<file path="src/rtl/uart_rx_byte.sv">
// uart_rx_byte: 8N1 UART receiver with 16x oversampling and 3-sample majority vote per bit.
module uart_rx_byte #(
  parameter int CLK_FREQ = 50_000_000
) (
  input  logic       clk,
  input  logic       rst,
  input  logic       uart_rx,
  input  logic [2:0] baud_set,
  output logic [7:0] byte_out,
  output logic       rx_done,
  output logic       frame_err,
  output logic       busy
);
  localparam logic [2:0] IDLE  = 3'd0;
  localparam logic [2:0] START = 3'd1;
  localparam logic [2:0] DATA  = 3'd2;
  localparam logic [2:0] STOP  = 3'd3;
  localparam logic [2:0] BRK   = 3'd4;
  localparam logic [13:0] D0 = 14'(CLK_FREQ / 4800);
  localparam logic [13:0] D1 = 14'(CLK_FREQ / 19200);
  localparam logic [13:0] D2 = 14'(CLK_FREQ / 38400);
  localparam logic [13:0] D3 = 14'(CLK_FREQ / 76800);
  localparam logic [13:0] D4 = 14'(CLK_FREQ / 153600);
  localparam logic [13:0] D5 = 14'(CLK_FREQ / 307200);
  localparam logic [13:0] D6 = 14'(CLK_FREQ / 1843200);
  logic        s1, s2, s3;
  logic [2:0]  state, baud, bit_idx;
  logic [13:0] tick_cnt, div;
  logic [3:0]  tick_idx;
  logic [7:0]  shift;
  logic [1:0]  smp;
  logic        tick, maj, mid, last;
  always_comb begin
    div  = baud == 3'd0 ? D0 : baud == 3'd1 ? D1 : baud == 3'd2 ? D2 : baud == 3'd3 ? D3 :
           baud == 3'd4 ? D4 : baud == 3'd5 ? D5 : D6;
    tick = tick_cnt == div - 14'd1;
    maj  = (smp[0] & smp[1]) | (smp[0] & s2) | (smp[1] & s2);
    mid  = tick && tick_idx == 4'd9;
    last = tick && tick_idx == 4'd15;
    busy = state != IDLE;
  end
  always_ff @(posedge clk or posedge rst) begin
    if (rst) begin
      {s3, s2, s1} <= 3'b111;
      state     <= IDLE;
      baud      <= 3'd0;
      bit_idx   <= 3'd0;
      tick_cnt  <= 14'd0;
      tick_idx  <= 4'd0;
      shift     <= 8'd0;
      smp       <= 2'd0;
      byte_out  <= 8'd0;
      rx_done   <= 1'b0;
      frame_err <= 1'b0;
    end else begin
      {s3, s2, s1} <= {s2, s1, uart_rx};
      rx_done   <= 1'b0;
      frame_err <= 1'b0;
      tick_cnt  <= (state == IDLE || tick) ? 14'd0 : tick_cnt + 14'd1;
      tick_idx  <= state == IDLE ? 4'd0 : tick ? tick_idx + 4'd1 : tick_idx;
      if (tick && tick_idx == 4'd7) smp[0] <= s2;
      if (tick && tick_idx == 4'd8) smp[1] <= s2;
      case (state)
        IDLE: if (s3 && !s2) begin
          state   <= START;
          baud    <= baud_set;
          bit_idx <= 3'd0;
        end
        START: if (mid && maj) state <= IDLE;
          else if (last) begin
            state   <= DATA;
            bit_idx <= 3'd0;
          end
        DATA: begin
          if (mid) shift[bit_idx] <= maj;
          if (last) begin
            if (bit_idx == 3'd7) state <= STOP;
            else bit_idx <= bit_idx + 3'd1;
          end
        end
        // Leave at mid-stop so a zero-gap following start edge is still seen in IDLE.
        STOP: if (mid) begin
          if (maj) begin
            byte_out <= shift;
            rx_done  <= 1'b1;
            state    <= IDLE;
          end else begin
            frame_err <= 1'b1;
            state     <= BRK;
          end
        end
        BRK: if (s2) state <= IDLE;
        default: state <= IDLE;
      endcase
    end
  end
endmodule

</file>
<file path="config.mk">
export PLATFORM = sky130hd
export DESIGN_NAME = uart_rx_byte
export DESIGN_NICKNAME = d
export VERILOG_FILES = /design/src/rtl/uart_rx_byte.sv
export SDC_FILE = /design/constraint.sdc
export NUM_CORES = 1
export LEC_CHECK = 0
export BUFFER_PORTS_ARGS = -buffer_cell sky130_fd_sc_hd__buf_2
export CORE_MARGIN = 5
export CORE_UTILIZATION = 40
export DETAILED_ROUTE_END_ITERATION = 7
export SKIP_LAST_GASP = 1
export SYNTH_ARGS = -nofsm -noshare
export SYNTH_HDL_FRONTEND = slang
export SYNTH_SLANG_ARGS = --single-unit
</file>
<file path="constraint.sdc">
create_clock -name clk -period 3.6 [get_ports clk]
set_input_delay 0.72 -clock clk [delete_from_list [all_inputs] [get_ports clk]]
set_output_delay 0.72 -clock clk [all_outputs]
set_load 0.01 [all_outputs]
</file>
# Word-level counts from Yosys, hierarchy flattened
# Index checks and enable logic that the tools add are counted.
op_classes:
  addsub: 4
  n_mux: 33
  reduce_logical: 19
  n_bitwise: 5
  eq_ne: 24
  order_cmp: 2
op_table:
  columns: ["op", "count"]
  rows:
  - ["two-way mux 3 bit", 13]
  - ["two-way mux 14 bit", 2]
  - ["case mux 3 bit (5 select lines)", 1]
  - ["adder 14 x 1 -> 14 bit, second input constant", 1]
  - ["equality test 14 bit", 1]
  - ["inequality test 2 bit, second input constant", 7]
  - ["subtractor 14 x 1 -> 14 bit, second input constant", 1]
  - ["equality test 3 x 2 -> 1 bit, second input constant", 4]
  - ["equality test 3 bit, second input constant", 4]
  - ["equality test 4 bit, second input constant", 3]
  - ["two-way mux 12 bit", 1]
  - ["AND reduction 6 bit", 2]
  - ["two-way mux 11 bit", 1]
  - ["two-way mux 10 bit", 1]
  - ["two-way mux 9 bit", 1]
  - ["case mux 3 bit (3 select lines)", 1]
  - ["bitwise mux 8 bit", 1]
  - ["two-way mux 4 bit", 2]
  - ["two-way mux 8 bit", 1]
  - ["logical AND 1 bit", 7]
  - ["two-way mux 1 bit", 7]
  - ["equality test 3 x 1 -> 1 bit, second input constant", 2]
  - ["zero test 3 bit", 2]
  - ["nonzero test 3 bit", 2]
  - ["15 further kinds", 19]
word_totals:
  regBits: 50
  out_inout_bits: 11

# Longest topological paths before layout
# Gate-level depths: netlist of the first run.
logic_depth:
  word_depth: 13
  ltp_mapped: 12
  mapped_depth_nobuf: 10

# Least setup slack after synthesis of the first run
# OpenSTA, ideal clock, no wires.
synth_path:
  path_kind: "reg-to-reg"
  startpoint: "register baud[2]"
  endpoint: "register state[2]"
  stages_incl_launch_ff: 11
  t_arrival_ns: 2.518
  synth_period_minus_slack_ns: 2.592
  setup_ns: 0.074
  setup_slack_ns: 1.008
  required_time_ns: 3.526
  cell_sequence: "dfrtp_1 -> buf_4 -> and2b_1 -> a21oi_1 -> ha_1 -> xnor2_1 -> a211oi_1 -> nand4_1 -> or3_4 -> or3_4 -> o21ai_2"
synth_via:
  elab_chain_len: 13
  word_cells_on_any_way: 23
synth_rtl:
  columns: ["item", "line_no", "text"]
  rows:
  - ["start, declared", "27", "logic [2:0] state, baud, bit_idx;"]
  - ["start signal, assigned", "66", "baud <= baud_set;"]
  - ["equality test 3 bit", "35", "baud == 3'd4 ? D4 : baud == 3'd5 ? D5 : D6;"]
  - ["two-way mux 8 bit", "35", null]
  - ["two-way mux 9 bit", "35", null]
  - ["two-way mux 10 bit", "34", "div = baud == 3'd0 ? D0 : baud == 3'd1 ? D1 : baud == 3'd2 ? D2 : baud == 3'd3 ? D3 :"]
  - ["two-way mux 11 bit", "34", null]
  - ["two-way mux 12 bit", "34", null]
  - ["two-way mux 14 bit (*)", "34", null]
  - ["subtractor 14 x 1 -> 14 bit (*)", "36", "tick = tick_cnt == div - 14'd1;"]
  - ["equality test 14 bit (*)", "36", null]
  - ["logical AND 1 bit", "38", "mid = tick && tick_idx == 4'd9;"]
  - ["logical AND 1 bit", "69", "START: if (mid && maj) state <= IDLE;"]
  - ["inequality test 3 bit (no line) / two-way mux 3 bit (equally long branches)", null, null]
  - ["AND reduction 6 bit (no line) / case mux 3 bit (5 select lines) (equally long branches)", null, null]
  - ["end signal, assigned", "45", "state <= IDLE;"]
  - ["end signal, assigned", "69", null]
  - ["end signal, assigned", "71", "state <= DATA;"]
  - ["end, declared", "27", null]
# Mark *: on every way between the ends. The rest lies on a longest branch, timed or not.
# A chain may end at the register's enable or synchronous reset.

# Worst setup path in the final report of the first run
# Ends and elaborated chain as after synthesis.

==> results of run 1 <==
==> flip-flops by register name (all words and copies together), names as in the netlist, 2 cells and up <==
signal and flops:
state 3, tick_cnt 14, byte_out 8, smp 2, baud 3, tick_idx 4, bit_idx 3, shift 8
==> power groups by stage <==
stage | clock [mW] | sequential [mW] | combinational (mW)
2_1_floorplan | 0 | 0.678 | 0.356
3_3_place_gp | 0 | 0.745 | 0.343
3_5_place_dp | 0 | 0.745 | 0.350
4_1_cts | 0.343 | 0.736 | 0.352
5_1_grt | 0.365 | 0.751 | 0.406
6_report | 0.329 | 0.736 | 0.349
==> critical path, cell delays in order (launching register included) <==
cell and delay (ns):
dfrtp_1 0.70, and2b_1 0.25, a21oi_1 0.06, ha_1 0.33, xnor2_1 0.13, a211oi_1 0.23, nand4_1 0.26, or3_4 0.48
or3_4 0.41, o21ai_2 0.13
==> logic make-up (layout without fill, tap and decap cells) <==
family          Yosys count  after routing
xor+xnor                 21             21
mux                      23             23
simple gates            116            116
fa+ha+maj                 8              8
buf+inv                  23             35
compound gates           39             39
flops                    50             50
==> worst max path at each step <==
stage,start,end,slack (ns),depth (start not counted)
2_1_floorplan,baud[2],state[2],1.01,10
3_3_place_gp,baud[2],state[2],0.68,9
3_5_place_dp,baud[2],state[2],0.57,9
4_1_cts,baud[2],state[2],0.56,9
5_1_grt,baud[2],shift[2],0.27,10
6_report,baud[2],state[2],0.58,9
==> stage by stage <==
step | worst slack [ns] | hold WS (ns)
after global routing | 0.270 | 0.370
after global placement | 0.679 | 0.346
final | 0.578 | 0.362
after detailed placement | 0.572 | 0.348
after CTS | 0.564 | 0.362
after floorplan | 1.01 | 0.345
==> routing by layer <==
metal  up-vias  share of wire  wire length, um
met3         9          0.032              179
met5         -              0                0
met4         0          0.019              106
li1       1015              -                -
met1       981           0.53             3010
met2        27           0.42             2350
==> final cells by class <==
| cell class | count | share of cell area |
|---|---|---|
| multi-input combinational | 207 | 0.475 |
| clock inverter | 2 | 0.00452 |
| inverter | 7 | 0.00864 |
| clock buffer | 6 | 0.0239 |
| tap | 96 | 0.0395 |
| sequential | 50 | 0.413 |
| timing repair buffer | 20 | 0.0362 |
==> layout by cell type, fill, tap and decap left out, types with 6 or more instances in the layout <==
| cell type | Yosys | layout |
|---|---|---|
| a21oi_1 | 10 | 10 |
| buf_2 | 4 | 16 |
| dfrtp_1 | 47 | 47 |
| ha_1 | 7 | 7 |
| inv_1 | 7 | 6 |
| mux2_2 | 21 | 21 |
| nand2_1 | 15 | 15 |
| nand3_1 | 20 | 20 |
| nand3b_1 | 7 | 7 |
| nor2_1 | 19 | 19 |
| nor3_1 | 19 | 18 |
| o21ai_0 | 10 | 10 |
| xnor2_1 | 9 | 9 |
| xor2_1 | 12 | 12 |
==> impl_results.md, run 1 <==
- Pint: 928 uW
- Via Count: 2,032
- Top_reg_cell synth: dfrtp_1
- Post-synthesis mux area share: 0.0911
- Pwr/cell area: about 460 nW/um^2
- Yosys top cell area share: 0.418
- Overflow after GRT: 0
- R2R Path Start: baud[2]
- CP required: slightly below 4 ns
- HP Start: s1
- Dpl cells: 380
- Clock Power Share: 0.233
- Post-synth EDFFs: 0
- Seq pwr share: 0.521
- Worst hold path stage count: 0
- Yosys top cell by area: dfrtp_1
- CTS Buffer Depth: 2
- Diode count: 0
- F_max: 331 MHz
- Routing usage on met1: 0.205
- Startpoint types: flip-flop
- Area contributors post-synth: dfrtp_1 42%, mux2_2 8.4%, xor2_1 3.7%
- Clk_skew: 0.0120 ns
- Final hold vios: 0
- Reg area: 1250 um^2
- CTS resizes: 0
- First DRT Iteration DRCs: 105
- Busiest grt layer: met2
- Hold EP: s2
- Most common library cells after synthesis: 47 x dfrtp_1, 21 x mux2_2, 20 x nand3_1
- Final #Nets: ~300
- Clock Sinks: 50
- Asr flop ratio synth: 1.00
- Final TNS setup: 0 ns
- CTS tree: yes
- Initial antenna violation count: 0
- Avg WL per Cell: 14.6 um
- Area post-placement: 2960 um^2
- Count of different cell masters after synthesis: 54
- Die height: 93.9 um
- All-Layer GR Usage: 0.141
- DRT Pass-1 Iters: 4
- GRT met3 Usage: 0.0272
- Filler instances: 687
- Crit Path Class: reg2reg
- IO Port Bufs: 16
- CP Max Fanout: 21
- Switch share: 0.344
- CTS buffer count: 5
- Seq/Total Area, Yosys: 0.446
- Final setup vio count: 0
- R2R Setup Slk: about 0.58 ns
- Setup crit end kind: flip-flop
- Power Total: 1.41 mW
- Reg-to-reg endpoint: state[2]
- Compound-Gate Fraction of Synth Area: 0.0907
- Warnings, synthesis: 0
- Post-Synth Adder-Cell Area: 0.0347
- I/O Pins: 17
- Hold buffer count at cts: 0
- Vias in the first global route: between 1,500 and 2,000
- DRC: 0
- Starting density of the core: 0.412
- Largest family of logic cells by synthesized area: simple AND/OR/NAND/NOR gates
- DR vias/cell: approximately 5.2
- Antenna viol nets, final: 0
- First-pass GRT wire length: 9.92 mm
- Largest net degree at the start of global routing: 51
- Synthesis-stage register bit count: 50
- Fin crit period: 3.02 ns
- DP HPWL: 3.92 mm
- Mapped cell area: 2820 um^2
- Avg Cell Area, Syn: 10.1 um^2
- Worst-Margin Slew: about 1.0 ns
- Worst-path clk slew: 0.10 ns
- Worst EP arrival: 3.27 ns
- Most common cell in the synthesized netlist: dfrtp_1
- Num rows: 30
- Met2 Usage GRT: 0.207
- Hold crit path type: reg2reg
- Max Slew Vio Count: 0
- H-tree depth: 2
- Worst VDD drop: 0.153 mV
- RSZ-0062 raised after global routing: false
- Root Buffer: clkbuf_8
- Core area: 6830 um^2
- Switching pwr: 486 uW
- Die area: roughly 9000 um^2
- RePlAce Congestion: 0.799
- Syn Inst Count: 280
- Combinational share of power: 0.247
- Syn Nets: 293
- FF-to-FF path depth: 9
- Slew HR: 0.300
- Ratio of cells with drive above 1 in the final layout: 0.205
- Final Non-Filler Cells: between 300 and 400
- Final Util: 0.445
- Setup bufs post-CTS: 0
- Synth-to-Final Area Change: 8.04%
- Worst-Skew Late Latency: between 0.3 and 0.4 ns
- Die W: around 94 um
- Simple-Gate Fraction of Synth Area: 0.229
- Fin area: 3040 um^2
- Status: finished clean
- LEAKAGE: 1.34 nW
- Max-cap viol count: 0
- Area of the multi-input gates: about 1400 um^2
- DRT Wirelength: 5.65 mm
- Post-Synth XOR/XNOR Area: 0.0653
- Final worst path period share: 0.840
Note: power is estimated with default switching activity, not from simulation.
==> run 2: changes to the inputs <==
ABC_AREA = 1   (was not set)
clock period = 2.7 ns   (was 3.6 ns; I/O delays follow)
==> run 2 against run 1 <==
Effect of this change:
- maximum frequency increased by 24%
- routed wire length increased by 4.4%
- die area decreased by 0.55%
- sequential power increased by 26%
- sequential cell count unchanged
- critical path type unchanged
- sequential share of layout area decreased by 0.77 points
- area after synthesis decreased by 0.62%
- combinational power increased to 3.5 times the previous value
- clock-buffer cell count decreased by 1
- final area increased by 2.1%
- register-to-register slack got worse by 0.31 ns
==> impl_results.md, run 2 <==
- CTS Buffer Depth: 2 (unchanged)
- Largest net degree at the start of global routing: 51 (unchanged)
- DRT Wirelength: 5.90 mm (+4.4%)
- Area contributors post-synth: dfrtp_1 42%, nand2_1 15%, nand3_1 6.3%
- Worst-Margin Slew: 0.622 ns (-0.427 ns)
- CP Max Fanout: 8 (-62%)
- Fin crit period: 2.43 ns (-0.587 ns)
- Worst VDD drop: 0.297 mV (+94%)
- Count of different cell masters after synthesis: 35 (-35%)
- RePlAce Congestion: 0.899 (+13%)
- IO Port Bufs: 16 (unchanged)
- R2R Path Start: baud[1]
- Warnings, synthesis: 0 (unchanged)
- Worst hold slack: 0.319 ns (-0.0431 ns)
- Critical path origin: baud[1]
- Pwr/cell area: 844 nW/um^2 (+82%)
- DRT Pass-1 Iters: 7 (+3)
- Fin area: 3110 um^2 (+2.1%)
- Final worst path period share: 0.902 (+0.0623)
- RSZ-0062 raised after global routing: false
- Max FFs per register: 14 (unchanged)
- Final #Nets: 408 (+34%)
- Die area: 8770 um^2 (-0.55%)
- Post-synth EDFFs: 0 (unchanged)
- Initial antenna violation count: 0 (unchanged)
- Status: finished clean
- Antenna viol nets, final: 0 (unchanged)
- Setup bufs post-CTS: 0 (unchanged)
- Reg area: 1260 um^2 (+0.20%)
- Final Util: 0.457 (+0.0119)
- Met2 wire length: 2.61 mm (+11%)
- Root Buffer: clkbuf_8
- CTS buffer count: 5 (unchanged)
- Vias in the first global route: 2,280 (+15%)
- Crit Path Class: reg2reg
- F_max: 411 MHz (+24%)
- DRC: 0 (unchanged)
- Met3 wire len: 279 um (+56%)
- Mapped cell area: 2800 um^2 (-0.62%)
- Worst-path clk slew: 0.10 ns (about the same)
- Most frequent cells in the layout: 111 x nand2_1, 45 x dfrtp_1, 41 x inv_1, 39 x nor2_1, 35 x nand3_1
- First DRT Iteration DRCs: 155 (+48%)
- Die height: 93.6 um (-0.28%)
- Final WS setup: 0.265 ns (-0.313 ns)
- Ratio of cells with drive above 1 in the final layout: 0.131 (-0.0742)
- Final hold vios: 0 (unchanged)
- LEAKAGE: 1.62 nW (+21%)
- Asr flop ratio synth: 1.00 (unchanged)
- First-pass GRT wire length: 10.6 mm (+6.5%)
- Num rows: 30 (unchanged)
- Highest layer used for signal routing: met4
- Max Slew Vio Count: 0 (unchanged)
- Setup crit end kind: flip-flop
- Syn Inst Count: 371 (+33%)
- CP required: 2.90 ns (-0.95 ns)
- Via Count: 2,418 (+19%)
- Worst Setup EP: shift[6]
- Avg Cell Area, Syn: 7.54 um^2 (-25%)
- Worst-Skew Late Latency: 0.31 ns (about the same)
- Pre-CTS WS: 0.242 ns (-0.330 ns)
- Starting density of the core: 0.412 (about the same)
- Final TNS setup: 0 ns (unchanged)
- Most common cell in the synthesized netlist: nand2_1
- FF-to-FF path depth: 16 (+7)
- Top_reg_cell synth: dfrtp_1
- Filler instances: 692 (+0.73%)
- Reg-to-reg endpoint: shift[6]
- Syn Nets: 384 (+31%)
- Yosys top cell area share: 0.420 (+0.00262)
- Area of the multi-input gates: 1340 um^2 (-7.2%)
- Area post-placement: 3010 um^2 (+1.8%)
- Diode count: 0 (unchanged)
- DP HPWL: 4.44 mm (+13%)
- Synthesis-stage register bit count: 50 (unchanged)
- R2R Setup Slk: 0.27 ns (-0.31 ns)
- CTS tree: yes
- H-tree depth: 2 (unchanged)
- Clock Sinks: 50 (unchanged)
- Die W: 93.6 um (-0.28%)
- Met1 wire length: 2.94 mm (-2.3%)
- Seq/Total Area, Yosys: 0.449 (+0.00279)
- Hold crit path type: in2reg
- Max-cap viol count: 0 (unchanged)
- Most common library cells after synthesis: 111 x nand2_1, 47 x dfrtp_1, 42 x inv_1
- Worst EP arrival: 2.63 ns (-0.64 ns)
- Avg WL per Cell: 12.0 um (-18%)
- Commonest non-fill, non-tap cell in the layout: nand2_1
- DR vias/cell: 4.91 (-6.2%)
- Startpoint types: flip-flop
- Overflow after GRT: 0 (unchanged)
- Final setup vio count: 0 (unchanged)
- All-Layer GR Usage: 0.149 (+0.00781)
- Regs by FF count: tick_cnt x14, byte_out x8, shift x8
- Synth-to-Final Area Change: 11.0%
- Slew HR: 0.585 (+0.286)
- Most flops, register: tick_cnt
- I/O Pins: 17 (unchanged)
- Core area: 6790 um^2 (-0.55%)
- Clk_skew: 0.0119 ns (-0.0000160 ns)
- Yosys top cell by area: dfrtp_1
[run 2: kinds of logic (layout without fill, tap and decap cells)]
group                      after synthesis  count (layout)  synth area share
AOI/OAI and AO/OA                       35              35            0.0707
xor gates and xnor gates                 6               6            0.0188
adders and majority gates                7               7            0.0313
buffers and inverters                   51              76            0.0724
DFF                                     50              50             0.449
and+or+nand+nor                        222             222             0.358
[run 2: layout make-up]
| cell class | instances | area share |
|---|---|---|
| clock buffers | 5 | 0.0222 |
| clock inverters | 3 | 0.00846 |
| inverters | 49 | 0.0612 |
| multi-input cells | 270 | 0.432 |
| flip-flops and latches | 50 | 0.405 |
| well taps | 96 | 0.0387 |
| repair buffers | 19 | 0.0330 |
[run 2: timing repair]
| item | 4_1_cts | 5_1_grt |
|---|---|---|
| hold buffers | 0 | 0 |
| setup endpoints to repair | 0 | 11 |
| gates resized for setup | 0 | 2 |
[run 2: through the flow]
| stage | power (mW) | instances |
|---|---|---|
| 3_5_place_dp | 2.16 | 484 |
| 6_report | 2.62 | 492 |
| 5_1_grt | 2.86 | 492 |
| 2_1_floorplan | 1.87 | 371 |
| 4_1_cts | 2.64 | 492 |
| 3_3_place_gp | 2.14 | 484 |
[run 2: how the worst min path moves through the flow]
stage	cells after the start	endpoint	slack [ns]	from
after floorplan	0	s2	0.35	s1
after global placement	0	s2	0.35	s1
after detailed placement	0	s2	0.35	s1
after CTS	1	s1	0.31	uart_rx
after global routing	1	s1	0.31	uart_rx
final	1	s1	0.32	uart_rx
[run 2: routing by layer]
metal  global-route usage  up-vias
li1                     -     1243
met1                0.210     1115
met2                0.230       54
met3               0.0306        6
met4               0.0445        0
met5                    0        -
[run 2: where the power goes]
part | leakage, nW | internal, mW | switching (mW)
combinational | 0.906 | 0.394 | 0.834
clock | 0.0491 | 0.191 | 0.275
sequential | 0.670 | 0.828 | 0.101
[run 2: worst max-delay path: stages, from the launching register on]
cell and delay (ns):
dfrtp_2 0.47, inv_2 0.17, nand3_1 0.15, nand2_1 0.10
ha_1 0.25, nand2_1 0.09, nand2_1 0.05, nor2_1 0.08
nand2_1 0.06, nor2_1 0.10, nand2_1 0.07, nor2_2 0.10
nand4_1 0.15, inv_2 0.13, nand2_2 0.11, o21ai_0 0.17
o31ai_1 0.09
